==> src/rtl/jit_emit_buffer.sv <==
// JIT emit buffer: fetches ARM templates from the ROM, patches immediates or branch
// offsets, tags each word with a code address and queues it for code memory.
module jit_emit_buffer #(
    parameter int unsigned DEPTH = 8,
    parameter int unsigned AW    = 16
) (
    input  logic          clk,
    input  logic          rst,
    input  logic          tmpl_valid,
    output logic          tmpl_ready,
    input  logic [6:0]    tmpl_idx,
    input  logic [1:0]    tmpl_mode,
    input  logic [23:0]   tmpl_imm,
    output logic [6:0]    rom_addr,
    input  logic [31:0]   rom_data,
    input  logic          base_load,
    input  logic [AW-1:0] base_addr,
    output logic          mem_we,
    input  logic          mem_ready,
    output logic [AW-1:0] mem_addr,
    output logic [31:0]   mem_wdata,
    output logic [AW-1:0] pc_out,
    output logic          idle,
    output logic          err_bad_idx
);
    localparam int unsigned PW = (DEPTH > 1) ? $clog2(DEPTH) : 1;
    localparam int unsigned CW = $clog2(DEPTH + 1);

    logic [AW-1:0] addr_mem [DEPTH];
    logic [31:0]   data_mem [DEPTH];
    logic [PW-1:0] wr_ptr, rd_ptr;
    logic [CW-1:0] count;
    logic [AW-1:0] pc;
    logic          err_q;

    logic        empty, full, accept, skip, bad, push, pop;
    logic [23:0] off;
    logic [31:0] patched;

    assign empty      = (count == '0);
    assign full       = (count == CW'(DEPTH));
    assign tmpl_ready = !full && !base_load;
    assign accept     = tmpl_valid && tmpl_ready;
    assign skip       = (tmpl_idx == 7'd0);
    assign bad        = (rom_data == 32'hFFFF_FFFF);
    assign push       = accept && !skip && !bad;
    assign pop        = !empty && mem_ready;
    assign rom_addr   = tmpl_idx;

    // Branch offset in words relative to the ARM PC (current + 2 words).
    assign off = tmpl_imm - (24'(pc) + 24'd2);

    always_comb begin
        patched = rom_data;
        unique case (tmpl_mode)
            2'b01:   patched = {rom_data[31:8], tmpl_imm[7:0]};
            2'b10:   patched = {rom_data[31:24], off};
            2'b11:   patched = {rom_data[31:12], tmpl_imm[11:0]};
            default: patched = rom_data;
        endcase
    end

    always_ff @(posedge clk or posedge rst) begin
        if (rst) begin
            wr_ptr <= '0;
            rd_ptr <= '0;
            count  <= '0;
            pc     <= '0;
            err_q  <= 1'b0;
        end else begin
            if (push) wr_ptr <= wr_ptr + PW'(1);
            if (pop)  rd_ptr <= rd_ptr + PW'(1);
            case ({push, pop})
                2'b10:   count <= count + CW'(1);
                2'b01:   count <= count - CW'(1);
                default: count <= count;
            endcase
            // base_load only retargets an empty buffer; it also blocks accepts, so no push races it.
            if (base_load && empty) pc <= base_addr;
            else if (push)          pc <= pc + AW'(1);
            if (accept && !skip && bad) err_q <= 1'b1;
        end
    end

    // Payload storage needs no reset: outputs are masked while empty.
    always_ff @(posedge clk) begin
        if (push) begin
            addr_mem[wr_ptr] <= pc;
            data_mem[wr_ptr] <= patched;
        end
    end

    assign mem_we      = !empty;
    assign mem_addr    = empty ? '0 : addr_mem[rd_ptr];
    assign mem_wdata   = empty ? '0 : data_mem[rd_ptr];
    assign pc_out      = pc;
    assign idle        = empty;
    assign err_bad_idx = err_q;
endmodule

==> config.mk <==
export PLATFORM = sky130hd
export DESIGN_NAME = jit_emit_buffer
export DESIGN_NICKNAME = d
export VERILOG_FILES = /design/src/rtl/jit_emit_buffer.sv
export SDC_FILE = /design/constraint.sdc
export NUM_CORES = 1
export LEC_CHECK = 0
export ABC_AREA = 1
export BUFFER_PORTS_ARGS = -buffer_cell sky130_fd_sc_hd__buf_2
export CAP_MARGIN = 15
export CORE_ASPECT_RATIO = 0.9
export CORE_UTILIZATION = 40
export DETAILED_ROUTE_END_ITERATION = 7
export PLACE_DENSITY = 0.69
export RECOVER_POWER = 100
export SLEW_MARGIN = 30
export SYNTH_ARGS = -nofsm -noshare
export SYNTH_HDL_FRONTEND = slang
export SYNTH_SLANG_ARGS = --single-unit
==> constraint.sdc <==
create_clock -name clk -period 4.1 [get_ports clk]
set_input_delay 0.41 -clock clk [delete_from_list [all_inputs] [get_ports clk]]
set_output_delay 0.41 -clock clk [all_outputs]
set_load 0.03 [all_outputs]
* After elaboration in Yosys (flattened, before gate mapping)
Memory sizes are Yosys's and may differ from the RTL's.
Index checks and enable logic that the tools add are counted.
W data, S select, Z words.
** Cells by class
- Add/sub/neg operators :: 7
- Multiply operators :: 0
- Divide/modulo/power cells :: 0
- $lt $le $gt $ge :: 0
- Eq/ne operators :: 7
- Shift operators :: 0
- Mux-type cells :: 8
- Bitwise operators :: 0
- Reductions and logical operators :: 16
** Operator list (number)
- $pmux W24 S3 :: 1
- $mux W16 :: 3
- $eq A32 B32 Y1 const B :: 1
- $mux W32 :: 1
- $sub A24 B17 Y24 :: 1
- $add A16 B2 Y17 const B :: 1
- $add A16 B1 Y16 const B :: 1
- $pmux W4 S2 :: 1
- $logic_and A1 B1 Y1 :: 7
- $logic_not A7 Y1 :: 1
- $add A3 B1 Y3 const B :: 2
- $eq A2 B2 Y1 const B :: 3
- $logic_not A1 Y1 :: 5
- $add A4 B1 Y4 const B :: 1
- $eq A2 B1 Y1 const B :: 2
- $eq A4 B4 Y1 const B :: 1
- $logic_not A4 Y1 :: 1
- $reduce_bool A2 Y1 :: 2
- $sub A4 B1 Y4 const B :: 1
- $mux W1 :: 2
** Word-level totals
- Bits in registers :: 27
- Bits in latches :: 0
- Memory bits (writable) :: 384
- Memory bits (read-only) :: 0
- Bits of input ports :: 86
- Logic and storage cells :: 45
- Memories :: 2
** Memory list
- data_mem :: words 8, bits a word 32, rd ports 1, clocked after memory_dff 0, write ports 1, line 30 : logic [31:0] data_mem [DEPTH];
- addr_mem :: words 8, bits a word 16, rd ports 1, clocked after memory_dff 0, write ports 1, line 29 : logic [AW-1:0] addr_mem [DEPTH];

* Longest topological paths before layout
Gate-level depths: netlist of run 1.
- Depth in word-level cells :: 8
- Mapped depth :: 16
- Gate-level depth less buffers :: 16

* Worst setup path before layout of run 1
No wires, ideal clock.
- Kind :: reg-to-reg
- Start :: register count[1]
- End :: memory addr_mem[0][0] (enable)
- Arrival time :: 3.377 ns
- Data required time :: 3.646 ns
- Path slack :: 0.269 ns
- Cell stages (with the launch flop) :: 10
- Path buffers :: 0
- Clock period less this slack :: 3.831 ns
- Path through :: dfrtp_1 > inv_1 > nand3_2 > o21bai_1 > inv_1 > nand2_1 > nor2_2 > nand2_2 > or2_1 > nor2_1
** On the way
- Cells in the longest elaborated chain, start to end :: 8
** RTL lines
- from (decl) :: line 32 : logic [CW-1:0] count;
- from (signal assigned) :: line 74 : 2'b10: count <= count + CW'(1);
- from (signal assigned) :: line 75 : 2'b01: count <= count - CW'(1);
- from (signal assigned) :: line 76 : default: count <= count;
- $eq A4 B4 Y1 :: line 41 : assign full = (count == CW'(DEPTH));
- $logic_not A1 Y1 :: line 42 : assign tmpl_ready = !full && !base_load;
- $logic_and A1 B1 Y1 :: line 42
- via tmpl_ready :: line 10 : output logic tmpl_ready,
- $logic_and A1 B1 Y1 :: line 43 : assign accept = tmpl_valid && tmpl_ready;
- $logic_and A1 B1 Y1 (2 in a row) :: line 46 : assign push = accept && !skip && !bad;
- $mux W1 :: line 87 : if (push) begin
- $mux W1 (not written as such) :: line 88 : addr_mem[wr_ptr] <= pc;
- to (decl) :: line 29
The timed path passes the listed nets, and every way through them passes these cells.

* Final worst setup path of run 1
- Start :: register rd_ptr[0]
- End :: output mem_wdata[3]
** On the way
- Cells in the longest elaborated chain, start to end :: 2
** RTL lines
- from (decl) :: line 31 : logic [PW-1:0] wr_ptr, rd_ptr;
- from (signal assigned) :: line 72 : if (pop) rd_ptr <= rd_ptr + PW'(1);
- $mem_v2 Z8 W32
- $mux W32 :: line 95 : assign mem_wdata = empty ? '0 : data_mem[rd_ptr];
- to (decl) :: line 21 : output logic [31:0] mem_wdata,
Every way passes these cells.

==> results of run 1 <==
-- flip-flops by register name (all words and copies together) (netlist names) --
signal       flops
count            4
pc_out          16
addr_mem       128
wr_ptr           3
data_mem       256
rd_ptr           3
err_bad_idx      1
-- final timing paths --
check                                                  to  cells after the start  slack [ns]                   from
worst min register to register       count[0]$_DFFE_PP0P_                      1        0.52   count[0]$_DFFE_PP0P_
worst min-delay path               pc_out[11]$_DFFE_PP0P_                      5        0.14          base_addr[11]
worst max-delay path                         mem_wdata[3]                      6        0.33  rd_ptr[0]$_DFFE_PP0P_
worst max register to register  data_mem[7][15]$_DFFE_PP_                     11        0.48   count[1]$_DFFE_PP0P_
max in group asynchronous           rd_ptr[1]$_DFFE_PP0P_                      4        2.05                    rst
min in group asynchronous          pc_out[11]$_DFFE_PP0P_                      4        0.92                    rst
-- metrics by stage --
stage,utilization (%),total power (W),std cells,setup slack (ns),area (um^2)
floorplan,-,0.01064,1775,0.2693,18870
global placement,43.95,0.01286,2495,0.7972,20450
detailed placement,43.95,0.01299,2495,0.6694,20450
CTS,46.69,0.01659,2570,0.5671,21730
global route,46.25,0.01733,2571,0.2047,21530
finish,46.25,0.01638,2571,0.3326,21530
-- cells in the mapped netlist (9+ instances only) --
cell,count
o21ai_0,130
nor2_1,451
dfrtp_1,27
o32ai_1,96
edfxtp_1,384
o21ai_1,44
ha_1,38
a21oi_1,19
xor2_1,14
nand2_1,246
buf_4,18
nand3_1,35
nand4_1,10
inv_1,126
nor3_1,9
clkbuf_1,42
buf_2,28
-- kinds of logic after synthesis --
family                     share of synthesized area [%]
xor gates and xnor gates                          0.9283
and+or+nand+nor                                    16.29
buffers and inverters                              5.165
AOI/OAI and AO/OA                                  10.19
adders and majority gates                          2.732
DFF                                                64.69
-- layout make-up --
class                   instances  area share [%]
clock buffers                  52           5.155
clock inverters                22          0.7323
inverters                     129           2.273
multi-input cells            1140           26.49
flip-flops and latches        411           56.73
well taps                     616           3.580
repair buffers                201           5.033
-- per-layer routing --
layer	vias to the layer above	routed length, um	share of wire, %
li1	6480	-	-
met1	6726	22290	45
met2	589	22810	46
met3	85	3697	7.4
met4	0	1192	2.4
met5	-	0	0
-- report_power, final --
part           total (W)  switching [W]  internal, W
clock network    0.00360        0.00160      0.00200
logic            0.00710        0.00515      0.00195
registers        0.00568       0.000410      0.00527
-- worst register-to-register path, stage by stage (launching register included) --
cell and delay [ns]:
dfrtp_1 0.37, inv_1 0.09, nand3_1 0.11, o21bai_1 0.10, inv_1 0.08, nand2_1 0.05
nor2_1 0.22, nand2_1 0.33, inv_1 0.20, nand2_1 0.16, nor2_1 1.01, clkbuf_2 0.53
-- layout by cell type, fill, tap and decap left out, types with 3 or more instances in the layout --
| cell type | n |
|---|---|
| nor2_2 | 3 |
| clkinv_2 | 6 |
| buf_2 | 91 |
| o32ai_1 | 96 |
| xor2_1 | 14 |
| nand2_1 | 248 |
| nor2_1 | 447 |
| o21ai_0 | 142 |
| nand3_1 | 36 |
| nor2_4 | 4 |
| clkbuf_16 | 43 |
| clkinv_1 | 11 |
| nand4_1 | 10 |
| o21ai_1 | 32 |
| ha_1 | 38 |
| xnor2_1 | 6 |
| a22oi_1 | 4 |
| o211ai_1 | 6 |
| dfrtp_1 | 24 |
| a21oi_1 | 19 |
| or2_0 | 6 |
| inv_1 | 124 |
| buf_12 | 7 |
| clkbuf_1 | 89 |
| nand3b_1 | 5 |
| nor3_1 | 9 |
| clkbuf_2 | 3 |
| buf_4 | 17 |
| edfxtp_1 | 384 |
==> metrics.cfg, run 1 <==
[clock_tree]
post_cts_buffers=0
cts_resized=0
cts_sinks=411
cts_buffer_depth=3
clkTransAtPathRegs_ns=0.06
htreeDepth=2
cts_tree=done
clock_latency_ns=0.58
root_buffer=clkbuf_16
cts_made_buffers=42
holdBufCountCts=1

[outcome]
violations=max-capacitance violations, max-slew violations
status=finished with violations

[route]
wl_per_cell_um=19.44
drc=0
postRouteAntennaNets=0
drt-pass1-iter-count=5
vias_per_cell=5.399
drt_iter0_markers=1251
wl_mm=49.98
vias=13880

[sta]
hold_viol=0
fin_tns_setup_ns=0
whs_ns=0.1445
tightest_slew_ns=1.654
rsz0062_at_grt=false
fin_worst_skew_ns=0.03112
fin_crit_sh_pct=91.89
relSlewSlack_pct=-10.24
setup_violations=0
timing.final.max_slew_violations=175
clock.fmax_mhz=265.4
period_needed_ns=3.767

[synthesis]
ys_ff_latch=411
synth_edf_count=384
synthesis.nets=1901
yosys.area.top_type=edfxtp_1
syn-instance-count=1775
ys.flop_type=edfxtp_1
avgSynthCellArea_um2=10.63
yosys.area.top_type_share_pct=61.11
synth.area.top_cells=edfxtp_1, nor2_1, nand2_1
ys_types=39
synth_area_um2=18870
yosysSeqAreaShare_pct=64.69
ys_async_sr_fraction_pct=6.569
ys_warn_count=0

[pwr]
vdd_ir_drop_max_mv=0.3729
p_leak_nw=7.886
powerDensity_nw_per_um2=760.8

[critical_path]
path_class=reg2out
required_ns=3.69
worstPathCellList=buf_4, nor2_1, o32ai_1, o21ai_0, nor2_1, clkbuf_1
cp_slowest_stage_delay_ns=0.78
path_max_fanout=79
critPathLaunchType=register
crit_arrival_ns=3.36
cp_top_family=buffers and inverters
crit_top_cell=nor2_1
cp_slowest_cell=dfrtp_2
cp.buffers_inverters=2
worstSetupEndpointType=output pin

[global_routing]
grt_pass1_wl_mm=76.26
grtUsageMet3_pct=3.139
grt.met2_usage_pct=32.44
grt_antenna_before_repair=0
grt_pass1_vias=13200
grt.total_usage_pct=20.67
grt.busiest_layer=met2
grt_overflow=0
grt_max_degree=99
met1_usage_pct=29.62

[floorplan]
io_pins=161
dieWidth_um=230.9
dieArea_um2=48050
rows=75
start_util_pct=40.54
core_um2=46540
die_height_um=208.1

[place]
io_buffers=160
place_congestion=0.9238
dp_hpwl_mm=31.84

[hold_path]
holdCritPathClass=in2reg

[cells_and_area]
syn_to_final_growth_pct=14.08
antenna_cells=0
fillCellCount=4314
drive_above_1_share_pct=9.821
multiInputGateArea_um2=5703
final_nets=2051
final-seq-area_um2=12210

[flow_run]
drv_cap=5

(Power assumes the default switching activity.)
==> run 2: changes to the inputs <==
--- a/config.mk
+++ b/config.mk
@@ -9,9 +9,9 @@
 export BUFFER_PORTS_ARGS = -buffer_cell sky130_fd_sc_hd__buf_2
 export CAP_MARGIN = 15
 export CORE_ASPECT_RATIO = 0.9
-export CORE_UTILIZATION = 40
+export CORE_UTILIZATION = 55
 export DETAILED_ROUTE_END_ITERATION = 7
-export PLACE_DENSITY = 0.69
+export PLACE_DENSITY = 0.86
 export RECOVER_POWER = 100
 export SLEW_MARGIN = 30
 export SYNTH_ARGS = -nofsm -noshare
==> run 2 against run 1 <==
Effect of this change:
- the flow still finishes with violations (max-capacitance violations, max-slew violations)
- utilization is 17 points higher
- final cell count is 7.0% lower
- register-to-register slack hardly changed
- global-route usage is 7.4 points higher
- sequential share of layout area is 1.1 points higher
- die area is 27% lower
- flip-flop and latch count stayed put
- highest routed layer is now met5
- critical path depth is 2 higher
- clock skew is 0.0030 ns higher
- total power is 1.7% lower
- routed wire length is 3.6% lower
- largest power group unchanged
- via count is 1.4% higher
==> metrics.cfg, run 2 (same netlist as run 1, synthesis figures left out) <==
[critical_path]
worstSetupEndpointType=output pin
r2r_slack_ns=0.49  ; about the same
cp_slowest_stage_delay_ns=0.95  ; +0.17 ns
critPathLaunchType=register
r2r_cells=10  ; -1
r2r-start=count[1]$_DFFE_PP0P_
path_class=reg2out
r2r-end=data_mem[2][18]$_DFFE_PP_
required_ns=3.69  ; about the same
cp-endpoint=mem_addr[14]
worstPathCellList=inv_1, nand3_1, nor2_1, inv_1, clkbuf_2, o21ai_0, nor2_1, clkbuf_1
crit_arrival_ns=3.37  ; about the same
path_max_fanout=49  ; -38%
crit_start=count[1]$_DFFE_PP0P_
cp_slowest_cell=clkbuf_2

[sta]
rsz0062_at_grt=false
worst_slack_ns=0.3219  ; -0.01073 ns
hold_viol=0  ; unchanged
fin_tns_setup_ns=0  ; unchanged
fin_worst_skew_ns=0.03408  ; +0.002957 ns
period_needed_ns=3.778  ; +0.01073 ns
clock.fmax_mhz=264.7  ; -0.28%
relSlewSlack_pct=-14.53  ; -4.3 points
timing.final.max_slew_violations=294  ; +68%
setup_violations=0  ; unchanged
fin_crit_sh_pct=92.15  ; +0.26 points
tightest_slew_ns=1.718  ; +0.06446 ns

[clock_tree]
cts_buffer_depth=3  ; unchanged
cts_tree=done
holdBufCountCts=1  ; unchanged
cts_sinks=411  ; unchanged
clkTransAtPathRegs_ns=0.07  ; about the same
post_cts_buffers=0  ; unchanged
cts_made_buffers=39  ; -7.1%
clock_latency_ns=0.54  ; -0.04 ns
cts_resized=0  ; unchanged
root_buffer=clkbuf_16
htreeDepth=2  ; unchanged

[floorplan]
dieWidth_um=197.2  ; -15%
io_pins=161  ; unchanged
core_um2=33340  ; -28%
dieArea_um2=35050  ; -27%
rows=63  ; -16%
die_height_um=177.7  ; -15%
start_util_pct=56.59  ; +16 points

[place]
pre_cts_ws_ns=0.8111  ; +0.1417 ns
place_congestion=0.9604  ; +4.0%
dpl_cell_area_um2=20070  ; -1.9%
io_buffers=160  ; unchanged
dp_hpwl_mm=29.45  ; -7.5%

[cells_and_area]
drive_above_1_share_pct=9.928  ; +0.11 points
regMostFlops=data_mem
final_area_um2=21130  ; -1.9%
largest_reg_flops=256  ; unchanged
most-common-layout-cells=nor2_1, edfxtp_1, nand2_1, o21ai_0, inv_1
syn_to_final_growth_pct=11.97
fillCellCount=2456  ; -43%
final_nets=2034  ; -0.83%
final_common_cell=nor2_1

[pwr]
p_int_w=0.009120  ; -1.1%
p_sw_w=0.006983  ; -2.4%
vdd_ir_drop_max_mv=0.5184  ; +39%
p_seq_share_pct=36.1  ; +1.4 points
p_leak_nw=7.808  ; -0.98%
powerDensity_nw_per_um2=762.2  ; +0.19%
switching_share_pct=43.37  ; -0.33 points
p_comb_share_pct=42.4  ; -1.0 points
power_w=0.01610  ; -1.7%
power_frac_clock_pct=21.6  ; -0.4 points

[outcome]
status=finished with violations
violations=max-capacitance violations, max-slew violations

[hold_path]
holdCritPathClass=in2reg

[route]
drt-pass1-iter-count=6  ; +1
vias_per_cell=5.886  ; +9.0%
drt_iter0_markers=1487  ; +19%
wl_per_cell_um=20.17  ; +3.7%
wl_mm=48.20  ; -3.6%
vias=14070  ; +1.4%
drc=0  ; unchanged
postRouteAntennaNets=0  ; unchanged

[global_routing]
grt_pass1_vias=13750  ; +4.2%
grt_pass1_wl_mm=74.55  ; -2.2%
grt.total_usage_pct=28.04  ; +7.4 points
grt_max_degree=106  ; +7.1%
grt_overflow=0  ; unchanged
grt_antenna_before_repair=1  ; +1

[flow_run]
drv_cap=6  ; +1

-- run 2: how the worst min path moves through the flow --
| stage | from | end | slack (ns) | cells past startpoint |
|---|---|---|---|---|
| finish | base_addr[10] | pc_out[10]$_DFFE_PP0P_ | 0.17 | 5 |
| global route | mem_ready | rd_ptr[0]$_DFFE_PP0P_ | 0.19 | 3 |
| CTS | rom_data[28] | data_mem[3][28]$_DFFE_PP_ | 0.16 | 1 |
| detailed placement | err_bad_idx$_DFFE_PP0P_ | err_bad_idx$_DFFE_PP0P_ | 0.46 | 1 |
| global placement | err_bad_idx$_DFFE_PP0P_ | err_bad_idx$_DFFE_PP0P_ | 0.46 | 1 |
| floorplan | rst | count[0]$_DFFE_PP0P_ | 0.46 | 1 |
-- run 2: metal layers --
metal | track usage [%] | vias up | share of wire [%] | wire length, um
met5 | 0 | - | 0.027 | 13
met4 | 8.947 | 2 | 2.7 | 1287
met3 | 5.435 | 102 | 11 | 5354
met2 | 45.58 | 868 | 47 | 22780
met1 | 38.20 | 6655 | 39 | 18760
li1 | - | 6441 | - | -
-- run 2: power groups by stage --
stage          registers, W  logic (W)  clock network [W]
2_1_floorplan       0.00571    0.00492                  0
3_3_place_gp        0.00582    0.00669                  0
3_5_place_dp        0.00586    0.00687                  0
4_1_cts             0.00577    0.00693            0.00349
5_1_grt             0.00585    0.00746            0.00365
6_report            0.00581    0.00682            0.00347
-- run 2: stage by stage --
step | hold slack [ns] | utilization, % | std cells
global placement | 0.4623 | 60.19 | 2321
finish | 0.1665 | 63.36 | 2390
floorplan | 0.4627 | - | 1775
detailed placement | 0.4568 | 60.19 | 2321
global route | 0.1918 | 63.36 | 2389
CTS | 0.1595 | 63.87 | 2389
-- run 2: area by class of cell --
| class | count | area [um^2] | area share, % |
|---|---|---|---|
| diodes | 1 | 2.502 | 0.01184 |
| clock buffers | 46 | 1023 | 4.844 |
| clock inverters | 21 | 195.2 | 0.9238 |
| inverters | 129 | 486.7 | 2.304 |
| multi-input cells | 1140 | 5728 | 27.11 |
| flip-flops and latches | 411 | 12220 | 57.82 |
| well taps | 455 | 569.3 | 2.695 |
| repair buffers | 187 | 907.1 | 4.293 |
-- run 2: worst max-delay path, delay by kind of cell, from the launching register on --
family | cells | cell delay, ns
buffers and inverters | 4 | 1.53
DFF | 1 | 0.39
AOI/OAI and AO/OA | 1 | 0.30
and+or+nand+nor | 3 | 0.57
